$ cat config.mk
export PLATFORM = sky130hd
export DESIGN_NAME = mem_req_issue
export DESIGN_NICKNAME = d
export VERILOG_FILES = /design/src/rtl/mem_req_issue.sv
export SDC_FILE = /design/constraint.sdc
export NUM_CORES = 1
export LEC_CHECK = 0
export CORE_UTILIZATION = 30
export CTS_BUF_LIST = sky130_fd_sc_hd__clkbuf_8
export CTS_CLUSTER_SIZE = 40
export DETAILED_ROUTE_END_ITERATION = 8
export PLACE_DENSITY = 0.73
export SYNTH_ARGS = -nofsm -noshare
export SYNTH_HDL_FRONTEND = slang
export SYNTH_SLANG_ARGS = --single-unit
export TNS_END_PERCENT = 1
$ cat constraint.sdc
create_clock -name clk -period 5.6 [get_ports clk]
set_clock_uncertainty 0.05 [all_clocks]
set_input_delay 0.56 -clock clk [delete_from_list [all_inputs] [get_ports clk]]
set_output_delay 0.56 -clock clk [all_outputs]
set_load 0.005 [all_outputs]
$ cat src/rtl/mem_req_issue.sv
// Memory-op issue stage between EX and the dcache: issues requests, tracks in-flight ops,
// buffers responses in a 2-deep FIFO with zero-latency bypass, and drops responses owed to flushed ops.
module mem_req_issue (
    input  logic        clk,
    input  logic        rst_n,
    input  logic        req_valid_i,
    input  logic        req_we_i,
    input  logic [1:0]  req_size_i,
    input  logic [3:0]  req_wstrb_i,
    input  logic [31:0] req_addr_i,
    input  logic [31:0] req_wdata_i,
    output logic        req_ready_o,
    output logic        data_req_o,
    output logic        data_wr_o,
    output logic [1:0]  data_size_o,
    output logic [3:0]  data_wstrb_o,
    output logic [31:0] data_addr_o,
    output logic [31:0] data_wdata_o,
    input  logic        data_addr_ok_i,
    input  logic        data_data_ok_i,
    input  logic [31:0] data_rdata_i,
    output logic        resp_valid_o,
    output logic        resp_we_o,
    output logic [31:0] resp_rdata_o,
    input  logic        resp_ready_i,
    input  logic        excep_flush_i,
    output logic [1:0]  cache_rdata_ce_we_o,
    output logic [1:0]  o_dbg_outstanding,
    output logic [1:0]  o_dbg_fifo_cnt,
    output logic [2:0]  o_dbg_discard_cnt
);

    // Handshakes: req is taken when req_valid_i && req_ready_o; the dcache takes a request when
    // data_req_o && data_addr_ok_i; a response is consumed when resp_valid_o && resp_ready_i.
    // rst_n is an active-high reset despite its name.

    logic [1:0]  r_outstanding;
    logic [1:0]  r_fifo_cnt;
    logic [2:0]  r_discard_cnt;
    logic [1:0]  r_tag;
    logic [1:0]  r_fifo_we;
    logic [31:0] r_fifo_data [2];

    logic        w_room;
    logic        w_accept;
    logic        w_discarding;
    logic        w_ok_live;
    logic        w_ok_drop;
    logic        w_fifo_empty;
    logic        w_pop;
    logic        w_bypass_taken;
    logic        w_push;
    logic        w_push_slot;
    logic [1:0]  w_owed;
    logic [2:0]  w_disc_next;
    logic [2:0]  w_disc_delta;

    assign w_room       = ({1'b0, r_outstanding} + {1'b0, r_fifo_cnt}) < 3'd2;
    assign data_req_o   = ~rst_n & req_valid_i & ~excep_flush_i & w_room;
    assign req_ready_o  = data_req_o & data_addr_ok_i;
    assign w_accept     = req_ready_o;

    assign data_wr_o    = req_we_i;
    assign data_size_o  = req_size_i;
    assign data_wstrb_o = req_wstrb_i;
    assign data_addr_o  = req_addr_i;
    assign data_wdata_o = req_wdata_i;

    assign w_discarding = (r_discard_cnt != 3'd0);
    assign w_ok_live    = ~rst_n & data_data_ok_i & ~w_discarding;
    assign w_ok_drop    = ~rst_n & data_data_ok_i & w_discarding;
    assign w_fifo_empty = (r_fifo_cnt == 2'd0);

    // Buffered data always leaves first so responses stay in order; the bus bypasses only an empty FIFO.
    assign resp_valid_o = ~rst_n & ~excep_flush_i & (~w_fifo_empty | w_ok_live);
    assign resp_we_o    = w_fifo_empty ? r_tag[0] : r_fifo_we[0];
    assign resp_rdata_o = w_fifo_empty ? data_rdata_i : r_fifo_data[0];

    assign w_pop          = ~w_fifo_empty & resp_valid_o & resp_ready_i;
    assign w_bypass_taken = w_fifo_empty & w_ok_live & resp_ready_i & ~excep_flush_i;
    assign w_push         = w_ok_live & ~w_bypass_taken & ~excep_flush_i;
    assign w_push_slot    = w_pop ? (r_fifo_cnt == 2'd2) : (r_fifo_cnt == 2'd1);

    // Responses still owed after this cycle's data_ok; on a flush they all become discards.
    assign w_owed       = r_outstanding - {1'b0, w_ok_live};
    assign w_disc_next  = r_discard_cnt - {2'b00, w_ok_drop}
                        + (excep_flush_i ? {1'b0, w_owed} : 3'd0);
    assign w_disc_delta = w_disc_next - r_discard_cnt;

    // The tracker code is the net change in pending discards, so a flush folds in a same-cycle drop.
    always_comb begin
        cache_rdata_ce_we_o = 2'b00;
        if (!rst_n) begin
            case (w_disc_delta)
                3'd1:    cache_rdata_ce_we_o = 2'b10;
                3'd2:    cache_rdata_ce_we_o = 2'b11;
                3'd7:    cache_rdata_ce_we_o = 2'b01;
                default: cache_rdata_ce_we_o = 2'b00;
            endcase
        end
    end

    always_ff @(posedge clk) begin
        if (rst_n) begin
            r_outstanding  <= 2'd0;
            r_fifo_cnt     <= 2'd0;
            r_discard_cnt  <= 3'd0;
            r_tag          <= 2'b00;
            r_fifo_we      <= 2'b00;
            r_fifo_data[0] <= 32'd0;
            r_fifo_data[1] <= 32'd0;
        end else if (excep_flush_i) begin
            r_outstanding <= 2'd0;
            r_fifo_cnt    <= 2'd0;
            r_tag         <= 2'b00;
            r_discard_cnt <= w_disc_next;
        end else begin
            r_outstanding <= r_outstanding + {1'b0, w_accept} - {1'b0, w_ok_live};
            r_fifo_cnt    <= r_fifo_cnt + {1'b0, w_push} - {1'b0, w_pop};
            r_discard_cnt <= w_disc_next;
            if (w_ok_live) begin
                r_tag[0] <= r_tag[1];
            end
            if (w_accept) begin
                r_tag[w_owed[0]] <= req_we_i;
            end
            if (w_pop) begin
                r_fifo_we[0]   <= r_fifo_we[1];
                r_fifo_data[0] <= r_fifo_data[1];
            end
            if (w_push) begin
                r_fifo_we[w_push_slot]   <= r_tag[0];
                r_fifo_data[w_push_slot] <= data_rdata_i;
            end
        end
    end

    assign o_dbg_outstanding = r_outstanding;
    assign o_dbg_fifo_cnt    = r_fifo_cnt;
    assign o_dbg_discard_cnt = r_discard_cnt;

    // The issue gate is what keeps the FIFO from ever taking a third entry.
    a_no_fifo_overflow: assert property (@(posedge clk) disable iff (rst_n)
        !(w_push && !w_pop && r_fifo_cnt == 2'd2));

endmodule
==> impl_summary.log, run 1 <==
INFO  metric critical-path-top-delay-family = adder cells
INFO  metric port_buffers = between 80 and 90
INFO  metric switchingPower = 0.401 mW
INFO  metric globalplace.congestion = 0.810
INFO  metric vias = 2918
INFO  metric post-dp-hpwl = 6.34 mm
INFO  metric fin_nets = 543
INFO  metric route.detailed.vias_per_inst = 4.77
INFO  metric areaGrowthSynthToFinish = 16.7%
INFO  metric worstPathBufferInverterCount = 4
INFO  metric p_leak = ~2 nW
INFO  metric cts_made_buffers = 9
INFO  metric groute.layer.met3.usage = 3.02%
INFO  metric cp_capture_type = output port
INFO  metric cts_hold_buffers = 0
INFO  metric setup-tns-final = 0 ns
INFO  metric seq_cells_post_synth = 75
INFO  metric cts_resized = 0
INFO  metric grt_max_degree = 67
INFO  metric layout_cell_share_with_drive_strength_beyond_1 = between 10% and 20%
INFO  metric setup-violations-final = 0
INFO  metric synth_edf_count = 64
INFO  metric finalHoldViolCount = 0
INFO  metric synth_ff_type = sky130_fd_sc_hd__edfxtp_1
INFO  metric unique_masters_post_synth = 42
INFO  metric floorplan.die.width = 124 um
INFO  metric postCtsSetupRepairBufs = 0
INFO  metric cts_tree = yes
INFO  metric syn_inst = approximately 420
INFO  metric placementRows = 44
INFO  metric post_layout_power = roughly 1.6 mW
INFO  metric worst_ep_arrival_time = 4.49 ns
INFO  metric cp_cell_sequence = clkdlybuf4s50_1 > nand2b_1 > nor3_1 > or2_2 > nand2_1 > ha_1 > inv_1 > ha_1 > inv_1 > fa_1 > fa_1 > xnor2_1 > xnor2_1 > nor3_1 > clkdlybuf4s50_1
INFO  metric htree_num_levels = 3
INFO  metric first_global_vias = 2876
INFO  metric cts.clk_slew.worst_paths = about 0.080 ns
INFO  metric status = completed
INFO  metric clockPowerShare = 33.9%
INFO  metric netSwitchingFraction = 25.3%
INFO  metric core = 14500 um2
INFO  metric globalRoute.busiestLayer = met2
INFO  metric worst_skew_pair.late_latency = between 0.3 and 0.4 ns
INFO  metric drt_first_pass_iters = 4
INFO  metric clock-root-buffer = sky130_fd_sc_hd__clkbuf_8
INFO  metric average_cell_area_after_synthesis = 10.7 um2
INFO  metric total_area_of_sequential_cells = 2140 um2
INFO  metric clock_path_buffers = 2
INFO  metric cap_viol_max_count = 0
INFO  metric count_of_yosys_warnings_during_synthesis = 0
INFO  metric drt-total-wl = ~9.3 mm
INFO  metric ys_seq_area_share = 48.3%
INFO  metric clock.fmax = a little under 200 MHz
INFO  metric area_of_the_multi_input_gates = 1640 um2
INFO  metric tightest_slew = about 1.1 ns
INFO  metric worst-setup-path-type = input pin to output port
INFO  metric timing.critical_path.from_type = input pin
INFO  metric rsz_0062_raised_after_global_routing = false
INFO  metric number_of_nets_in_the_synthesized_netlist = 536
INFO  metric fin_crit_sh = between 90 and 100%
INFO  metric cp_max_fo = 10
INFO  metric synth-async-reset-ratio = 0%
INFO  metric comb_power_share = 23.9%
INFO  metric seq_power_share = 42.2%
INFO  metric antenna_left = 0
INFO  metric slew_violations = 0
INFO  metric syn_area = 4430 um2
INFO  metric timing.critical_path.required = 4.99 ns
INFO  metric worstHoldPathType = flop to flop
INFO  metric die_h = between 100 and 150 um
INFO  metric max_stage_delay = 0.58 ns
INFO  metric grt.met1_usage = 14.7%
INFO  metric initial_utilization = 30.6%
INFO  metric antenna_violations_before_repair = 0
INFO  metric grt_first_pass_wirelength = 14.3 mm
INFO  metric grt_use_total = 12.4%
INFO  metric timing.final.crit_period = 5.10 ns
INFO  metric detail_routed_net_length_per_standard_cell = 15.2 um
INFO  metric nFillCells = between 1000 and 1500
INFO  metric global_route.overflow_total = 0
INFO  metric drtIter0Drc = about 160
INFO  metric clock-sinks = 75
INFO  metric drc = 0
INFO  metric power.density_cell_area = ~310 nW/um2
INFO  metric die_area = 15300 um2
INFO  metric num_antenna_cells = 0
INFO  metric vdd_ir_drop_max = 0.120 mV
INFO  metric critical-path-slowest-cell = sky130_fd_sc_hd__clkdlybuf4s50_1
INFO  metric power_report.internal_total = 1.18 mW
INFO  metric slew_headroom = 23.8%
INFO  metric groute.layer.met2.usage = between 20% and 30%
INFO  metric boundaryPins = 226
power by group through the flow:
stage	sequential, mW	combinational (mW)	clock (mW)
floorplan	0.675	0.265	0
global placement	0.677	0.366	0
detailed placement	0.681	0.382	0
CTS	0.668	0.385	0.554
global route	0.674	0.422	0.573
finish	0.669	0.379	0.538
tightest hold or removal path, cell delays in order (launching register included):
cell                      delay, ns
sky130_fd_sc_hd__dfxtp_1       0.32
sky130_fd_sc_hd__nand2_1       0.05
sky130_fd_sc_hd__mux2i_1       0.06
cell type report:
type / count / share of cell area [%]
Clock buffer: 9 / 2.39
Clock inverter: 7 / 2.54
Inverter: 5 / 0.363
Multi-Input combinational cell: 242 / 31.7
Sequential cell: 75 / 41.4
Tap cell: 184 / 4.45
Timing Repair Buffer: 90 / 17.2
final timing paths:
kind                                         from                      to  slack, ns  cells after the start
worst max-delay path                        rst_n  cache_rdata_ce_we_o[0]       0.50                     15
worst min-delay path                     r_tag[1]                r_tag[1]       0.42                      2
worst max register to register  o_dbg_fifo_cnt[1]      r_fifo_data[0][12]       2.36                      4
worst min register to register           r_tag[1]                r_tag[1]       0.42                      2
flip-flops by register name, indices dropped and copies added (netlist names):
| signal | cells |
|---|---|
| o_dbg_discard_cnt | 3 |
| o_dbg_fifo_cnt | 2 |
| o_dbg_outstanding | 2 |
| r_fifo_data | 64 |
| r_fifo_we | 2 |
| r_tag | 2 |
synth_stat cells (5+ instances only):
library cell | number | share of area (%)
sky130_fd_sc_hd__dfxtp_1 | 11 | 5.0
sky130_fd_sc_hd__buf_4 | 71 | 12
sky130_fd_sc_hd__xnor2_1 | 5 | 0.99
sky130_fd_sc_hd__inv_1 | 5 | 0.42
sky130_fd_sc_hd__and3_1 | 33 | 4.7
sky130_fd_sc_hd__nor2_1 | 8 | 0.68
sky130_fd_sc_hd__ha_1 | 7 | 2.0
sky130_fd_sc_hd__mux2_2 | 33 | 8.4
sky130_fd_sc_hd__mux2i_1 | 5 | 1.1
sky130_fd_sc_hd__nand2_1 | 72 | 6.1
sky130_fd_sc_hd__buf_6 | 5 | 1.3
sky130_fd_sc_hd__o21ai_0 | 29 | 3.3
sky130_fd_sc_hd__edfxtp_1 | 64 | 43
sky130_fd_sc_hd__clkbuf_1 | 9 | 0.76
metrics by stage:
| stage | worst slack, ns | hold slack, ns | std cells | area, um2 | utilization (%) |
|---|---|---|---|---|---|
| after detailed placement | 0.462 | 0.411 | 596 | 4920 | 34.0 |
| after global placement | 0.725 | 0.392 | 596 | 4920 | 34.0 |
| after CTS | 0.474 | 0.422 | 612 | 5170 | 35.7 |
| final | 0.495 | 0.420 | 612 | 5170 | 35.7 |
| after floorplan | 1.83 | 0.383 | 416 | 4430 | - |
| after global routing | 0.205 | 0.448 | 612 | 5170 | 35.7 |
cells by family (layout without fill, tap and decap cells):
logic type | after synthesis | count (layout) | synth area share (%)
AND/OR/NAND/NOR | 140 | 140 | 15.5
buffers and inverters | 99 | 111 | 15.4
flip-flops | 75 | 75 | 48.3
AO/OA/AOI/OAI | 45 | 45 | 6.18
multiplexers | 38 | 38 | 9.51
adder cells (fa/ha/maj) | 10 | 10 | 3.33
XOR/XNOR | 9 | 9 | 1.78
cells in the final DEF (no fill, tap or decap), types with 2 or more instances in the layout:
master                            count
sky130_fd_sc_hd__or2_2                2
sky130_fd_sc_hd__ha_1                 7
sky130_fd_sc_hd__dfxtp_1             11
sky130_fd_sc_hd__nand2_1             72
sky130_fd_sc_hd__buf_4                5
sky130_fd_sc_hd__xor2_1               4
sky130_fd_sc_hd__mux2i_1              4
sky130_fd_sc_hd__o21ai_0             29
sky130_fd_sc_hd__nand2b_1             4
sky130_fd_sc_hd__xnor2_1              5
sky130_fd_sc_hd__a31oi_1              2
sky130_fd_sc_hd__bufinv_16            4
sky130_fd_sc_hd__a21bo_2              2
sky130_fd_sc_hd__o21ai_1              4
sky130_fd_sc_hd__nor3_1               4
sky130_fd_sc_hd__fa_1                 3
sky130_fd_sc_hd__clkdlybuf4s50_1     85
sky130_fd_sc_hd__and3_1              33
sky130_fd_sc_hd__edfxtp_1            64
sky130_fd_sc_hd__and2_1               3
sky130_fd_sc_hd__a21o_1               2
sky130_fd_sc_hd__nor2b_1              3
sky130_fd_sc_hd__a21oi_1              2
sky130_fd_sc_hd__nor2_1               6
sky130_fd_sc_hd__clkbuf_8             9
sky130_fd_sc_hd__inv_1                6
sky130_fd_sc_hd__clkinv_1             2
sky130_fd_sc_hd__or3_1                2
sky130_fd_sc_hd__mux2_2              33
metal layers:
layer | wire length, um | part of all wire, %
met1 | 4010 | 43
met2 | 4530 | 49
met3 | 507 | 5.5
met4 | 226 | 2.4
met5 | 0 | 0
No activity file was read; power rests on OpenSTA's default activity.
==> inputs of run 2 (changes only) <==
==> constraint.sdc (replaced) <==
create_clock -name clk -period 5.6 [get_ports clk]
set_clock_uncertainty 0.05 [all_clocks]
set_input_delay 1.68 -clock clk [delete_from_list [all_inputs] [get_ports clk]]
set_output_delay 1.68 -clock clk [all_outputs]
set_load 0.005 [all_outputs]
==> impl_summary.log, run 2 (synthesis gave the netlist of run 1 again) <==
INFO  metric status = complete, but fails checks
INFO  metric violations = setup timing
INFO  metric drt-total-wl = 9.71 mm
INFO  metric total_area_of_sequential_cells = 2140 um2
INFO  metric num_antenna_cells = 0
INFO  metric cts_hold_buffers = 0
INFO  metric clock_path_buffers = 2
INFO  metric vdd_ir_drop_max = 0.143 mV
INFO  metric fin_nets = 555
INFO  metric core = 14500 um2
INFO  metric worst_ep_arrival_time = about 4.2 ns
INFO  metric worst_skew_pair.late_latency = approximately 0.36 ns
INFO  metric setup-violations-final = 2
INFO  metric clockPowerShare = 26.0%
INFO  metric drtIter0Drc = 127
INFO  metric r2r.worst_path.cells = 13
INFO  metric post_layout_power = ~1.5 mW
INFO  metric fin_crit_sh = 106%
INFO  metric layout.cells.most_common_list = sky130_fd_sc_hd__clkdlybuf4s50_1, sky130_fd_sc_hd__nand2_1, sky130_fd_sc_hd__edfxtp_1
INFO  metric area_of_the_multi_input_gates = 1720 um2
INFO  metric die_area = 15300 um2
INFO  metric placementRows = 44
INFO  metric seq_power_share = 44.0%
INFO  metric drt_first_pass_iters = 4
INFO  metric die_h = 124 um
INFO  metric globalplace.congestion = 0.769
INFO  metric cap_viol_max_count = 0
INFO  metric most_frequent_standard_cell_in_the_layout_excluding_fill_and_tap_cells = sky130_fd_sc_hd__clkdlybuf4s50_1
INFO  metric tightest_slew = 1.12 ns
INFO  metric initial_utilization = 30.6%
INFO  metric clock-root-buffer = sky130_fd_sc_hd__clkbuf_8
INFO  metric drc = 0
INFO  metric critical-path-slowest-cell = sky130_fd_sc_hd__fa_1
INFO  metric post-dp-hpwl = about 6.3 mm
INFO  metric power_report.internal_total = approximately 1.1 mW
INFO  metric clock-sinks = 75
INFO  metric critical_path.most_common_cell = sky130_fd_sc_hd__ha_4
INFO  metric vias = 2989
INFO  metric boundaryPins = 226
INFO  metric global_route.overflow_total = 0
INFO  metric antenna_left = 0
INFO  metric first_global_vias = 2960
INFO  metric power.density_cell_area = 288 nW/um2
INFO  metric cts_tree = yes
INFO  metric netSwitchingFraction = 28.6%
INFO  metric cts.clk_slew.worst_paths = 0.08 ns
INFO  metric worstReg2RegStart = o_dbg_discard_cnt[0]
INFO  metric grt_max_degree = 67
INFO  metric floorplan.die.width = 124 um
INFO  metric critical_path.reg2reg.endpoint = o_dbg_discard_cnt[2]
INFO  metric rsz_0062_raised_after_global_routing = true
INFO  metric finalHoldViolCount = 0
INFO  metric htree_num_levels = 3
INFO  metric max_stage_delay = 0.44 ns
INFO  metric antenna_violations_before_repair = 0
INFO  metric p_leak = between 2 and 2.5 nW
INFO  metric cp_cell_sequence = buf_8 > nand2b_4 > nor3_4 > or2_4 > nand2_4 > ha_4 > inv_4 > ha_4 > inv_2 > fa_1 > fa_2 > xnor2_2 > xnor2_1 > nor3_1 > buf_2
INFO  metric timing.final.crit_period = between 5 and 6 ns
INFO  metric cts_made_buffers = 9
INFO  metric grt_first_pass_wirelength = 15.0 mm
INFO  metric comb_power_share = approximately 30%
INFO  metric cp_max_fo = 4
INFO  metric port_buffers = between 80 and 90
INFO  metric timing.critical_path.from_type = input pin
INFO  metric nFillCells = about 1400
INFO  metric layout_cell_share_with_drive_strength_beyond_1 = about a fifth
INFO  metric ff2ff_setup_slack = 2.61 ns
INFO  metric largest_reg_flops = 64
INFO  metric route.detailed.vias_per_inst = 4.80
INFO  metric detail_routed_net_length_per_standard_cell = 15.6 um
INFO  metric slew_violations = 0
INFO  metric worst-setup-path-type = input pin to output port
INFO  metric grt_use_total = between 10% and 20%
INFO  metric post-route-worst-setup-slack = -0.325 ns
INFO  metric cp-endpoint = cache_rdata_ce_we_o[0]
INFO  metric switchingPower = ~0.43 mW
INFO  metric cp-startpoint = rst_n
INFO  metric slew_headroom = 25.3%
INFO  metric largest_register = r_fifo_data
INFO  metric areaGrowthSynthToFinish = 19.1%
INFO  metric clock.fmax = between 150 and 200 MHz
INFO  metric worstHoldPathType = flop to flop
INFO  metric cp_capture_type = output port
INFO  metric preCtsSetupSlack = -1.30 ns
INFO  metric timing.critical_path.required = 3.87 ns
run 2: cell types whose count changed in the layout (fill, tap and decap cells not counted), sizes merged:
| cell | before | now |
|---|---|---|
| dlygate4sd2 | 0 | 1 |
| buf | 5 | 21 |
| inv | 6 | 7 |
| clkdlybuf4s50 | 85 | 80 |
| bufinv | 4 | 1 |
| clkinv | 2 | 3 |
run 2: layout make-up:
| type | instances | share of cell area [%] |
|---|---|---|
| sequential | 75 | 40.6 |
| tap | 184 | 4.36 |
| multi-input combinational | 242 | 32.6 |
| timing repair buffer | 102 | 18.7 |
| inverter | 5 | 0.403 |
| clock buffer | 9 | 2.35 |
| clock inverter | 6 | 0.948 |
run 2: worst min-delay path by stage:
stage	slack, ns	start	cells past startpoint	to
6_report	0.42	r_tag[1]	2	r_tag[1]
5_1_grt	0.46	r_tag[1]	2	r_tag[1]
3_3_place_gp	0.39	r_tag[1]	2	r_tag[1]
3_5_place_dp	0.41	r_tag[1]	2	r_tag[1]
2_1_floorplan	0.38	r_tag[1]	2	r_tag[1]
4_1_cts	0.43	r_tag[1]	2	r_tag[1]
run 2: power groups by stage:
stage | Sequential, mW | Combinational, mW | Clock, mW
after floorplan | 0.676 | 0.283 | 0
after global placement | 0.679 | 0.410 | 0
after detailed placement | 0.680 | 0.429 | 0
after CTS | 0.670 | 0.447 | 0.409
after global routing | 0.675 | 0.491 | 0.424
final | 0.669 | 0.456 | 0.394
run 2: metal layers:
metal / up-vias / track usage [%] / share of wire, %
met5: - / 0 / 0
met4: 0 / 8.66 / 4.0
met3: 49 / 3.71 / 5.7
met2: 104 / 21.3 / 48
met1: 1428 / 15.2 / 43
li1: 1408 / - / -
run 2: what timing repair did:
item / CTS / global route
gates resized for setup: 34 / 0
buffers inserted: 3 / 0
pin swaps: 10 / 2
endpoints found under the setup margin: 2 / 2
run 2: through the flow:
step	util [%]	instances	setup TNS [ns]	instance area (um2)	hold slack, ns
after floorplan	-	416	-0.487	4470	0.383
after global placement	34.7	605	-2.38	5030	0.393
after detailed placement	34.7	605	-2.54	5030	0.410
after CTS	36.5	623	-0.632	5280	0.427
after global routing	36.5	623	-0.855	5280	0.461
final	36.5	623	-0.648	5280	0.424
run 2: worst max-delay path, delay by kind of cell:
family / cells / cell delay, ns
XOR/XNOR: 2 / 0.29
adder cells (fa/ha/maj): 4 / 1.24
buffers and inverters: 4 / 0.33
AND/OR/NAND/NOR: 5 / 0.64
==> inputs of run 3 (changes only) <==
- CORE_ASPECT_RATIO: not set -> 1.5
- CTS_BUF_LIST: sky130_fd_sc_hd__clkbuf_8 -> sky130_fd_sc_hd__clkbuf_4 sky130_fd_sc_hd__clkbuf_8
- MAX_ROUTING_LAYER: not set -> met4
==> impl_summary.log, run 3 (synthesis gave the netlist of run 1 again) <==
INFO  metric core = 14500 um2
INFO  metric drt_first_pass_iters = 4
INFO  metric nFillCells = roughly 1400
INFO  metric final_design_area_no_fill = 5380 um2
INFO  metric drt-total-wl = 9.86 mm
INFO  metric clock.fmax = 166 MHz
INFO  metric fin_nets = approximately 560
INFO  metric max_stage_delay = 0.51 ns
INFO  metric placementRows = 54
INFO  metric postPlaceCellArea = roughly 5000 um2
INFO  metric route.detailed.vias_per_inst = 4.60
INFO  metric cts_made_buffers = 9
INFO  metric globalplace.congestion = 0.802
INFO  metric worst_ep_arrival_time = 4.30 ns
INFO  metric tightest_slew = ~0.86 ns
INFO  metric post-dp-hpwl = 6.38 mm
INFO  metric globalRoute.busiestLayer = met2
INFO  metric finalHoldViolCount = 0
INFO  metric p_leak = 2.07 nW
INFO  metric rsz_0062_raised_after_global_routing = true
INFO  metric most_frequent_standard_cell_in_the_layout_excluding_fill_and_tap_cells = sky130_fd_sc_hd__clkdlybuf4s50_1
INFO  metric largest_reg_flops = 64
INFO  metric num_antenna_cells = 0
INFO  metric timing.critical_path.from_type = input pin
INFO  metric grt_use_total = 13.9%
INFO  metric setup-tns-final = -0.844 ns
INFO  metric power.density_cell_area = 296 nW/um2
INFO  metric setup-violations-final = 2
INFO  metric antenna_left = 0
INFO  metric port_buffers = 85
INFO  metric die_h = 151 um
INFO  metric cp_capture_type = output port
INFO  metric largest_register = r_fifo_data
INFO  metric areaGrowthSynthToFinish = 21.2%
INFO  metric clock-root-buffer = sky130_fd_sc_hd__clkbuf_8
INFO  metric slew_violations = 0
INFO  metric grt_first_pass_wirelength = between 15 and 20 mm
INFO  metric cp_max_fo = 3
INFO  metric vdd_ir_drop_max = 0.341 mV
INFO  metric clock_path_buffers = 2
INFO  metric slew_headroom = 42.9%
INFO  metric floorplan.die.width = 101 um
INFO  metric status = complete, but fails checks
INFO  metric layout_cell_share_with_drive_strength_beyond_1 = 22.8%
INFO  metric post-route-worst-setup-slack = -0.432 ns
INFO  metric cp_cell_sequence = buf_8 > nand2b_4 > nor3_4 > or2_4 > nand2_4 > ha_4 > inv_4 > ha_4 > inv_2 > fa_1 > fa_2 > xnor2_2 > xnor2_1 > nor3_2 > buf_2
INFO  metric cts_tree = yes
INFO  metric groute.layer.met3.usage = 2.91%
INFO  metric number_of_placed_instances_taps_included = slightly above 600
INFO  metric critical_path.most_common_cell = sky130_fd_sc_hd__ha_4
INFO  metric cap_viol_max_count = 0
INFO  metric first_global_vias = 2941
INFO  metric groute.layer.met2.usage = between 20% and 30%
INFO  metric critical-path-slowest-cell = sky130_fd_sc_hd__fa_1
INFO  metric grt_max_degree = 67
INFO  metric cts.clk_slew.worst_paths = 0.08 ns
INFO  metric grt.met1_usage = about 16%
INFO  metric timing.final.crit_period = around 6 ns
INFO  metric die_area = about 15000 um2
INFO  metric fin_crit_sh = 108%
INFO  metric antenna_violations_before_repair = 0
INFO  metric drtIter0Drc = 98
INFO  metric global_route.overflow_total = 0
INFO  metric post_layout_power = 1.59 mW
INFO  metric boundaryPins = 226
INFO  metric timing.critical_path.required = 3.87 ns
INFO  metric drc = 0
INFO  metric worst_skew_pair.late_latency = 0.35 ns
INFO  metric worstHoldPathType = flop to flop
INFO  metric violations = setup timing
INFO  metric vias = about 3000
INFO  metric htree_num_levels = 3
INFO  metric fin_cells = 643
INFO  metric layout.cells.most_common_list = sky130_fd_sc_hd__clkdlybuf4s50_1, sky130_fd_sc_hd__nand2_1, sky130_fd_sc_hd__edfxtp_1
INFO  metric detail_routed_net_length_per_standard_cell = 15.3 um
INFO  metric initial_utilization = a little under a third
INFO  metric clock-sinks = 75
INFO  metric worst-setup-path-type = input pin to output port
==> run 3: cell count changes in the layout (fill, tap and decap cells not counted), sizes merged <==
cell / delta
buf: +7
inv: -1
clkbuf: +2
==> run 3: layer usage <==
| metal | vias to the layer above | part of all wire [%] |
|---|---|---|
| li1 | 1423 | - |
| met1 | 1411 | 43 |
| met2 | 88 | 49 |
| met3 | 37 | 5.4 |
| met4 | 0 | 3.4 |
| met5 | - | 0 |
==> run 3: cell type report <==
cell class | instances | area [um2] | share of cell area, %
clock buffer | 11 | 139 | 2.58
clock inverter | 5 | 52.6 | 0.977
inverter | 5 | 21.3 | 0.396
multi-input combinational | 242 | 1740 | 32.3
sequential | 75 | 2140 | 39.8
tap | 196 | 245 | 4.56
timing repair buffer | 109 | 1040 | 19.3
==> run 3: critical path: cells and delay by family <==
family	cells	cell delay [ns]
adders and majority gates	4	1.22
xor gates and xnor gates	2	0.32
buffers and inverters	4	0.34
and+or+nand+nor	5	0.74
==> run 3: worst paths after layout <==
path | slack, ns | depth (start not counted) | startpoint | end
setup / recovery | -0.43 | 15 | rst_n | cache_rdata_ce_we_o[0]
hold / removal | 0.41 | 2 | r_tag[1] | r_tag[1]
setup reg to reg | 2.62 | 5 | o_dbg_fifo_cnt[0] | r_fifo_data[0][17]
hold reg to reg | 0.41 | 2 | r_tag[1] | r_tag[1]
==> run 3: stage by stage <==
step                      hold slack (ns)  util (%)  worst slack, ns
after detailed placement            0.400      34.9            -1.56
after global routing                0.436      37.2           -0.550
after floorplan                     0.383         -           -0.265
after CTS                           0.411      37.1           -0.434
after global placement              0.398      34.9            -1.41
final                               0.409      37.2           -0.432
==> run 3: where the power goes <==
group	leakage, nW	internal [mW]	total (mW)	switching [mW]
Clock	0.102	0.215	0.418	0.203
Combinational	1.21	0.277	0.503	0.226
Sequential	0.752	0.645	0.671	0.0266
Total	2.07	1.14	1.59	0.456
==> run 3: repair_timing <==
| action | CTS | global route |
|---|---|---|
| buffers inserted | 6 | 3 |
| gates resized for setup | 39 | 1 |
| setup endpoints to repair | 2 | 2 |
| hold buffers | 0 | 0 |
| pin swaps | 11 | 9 |
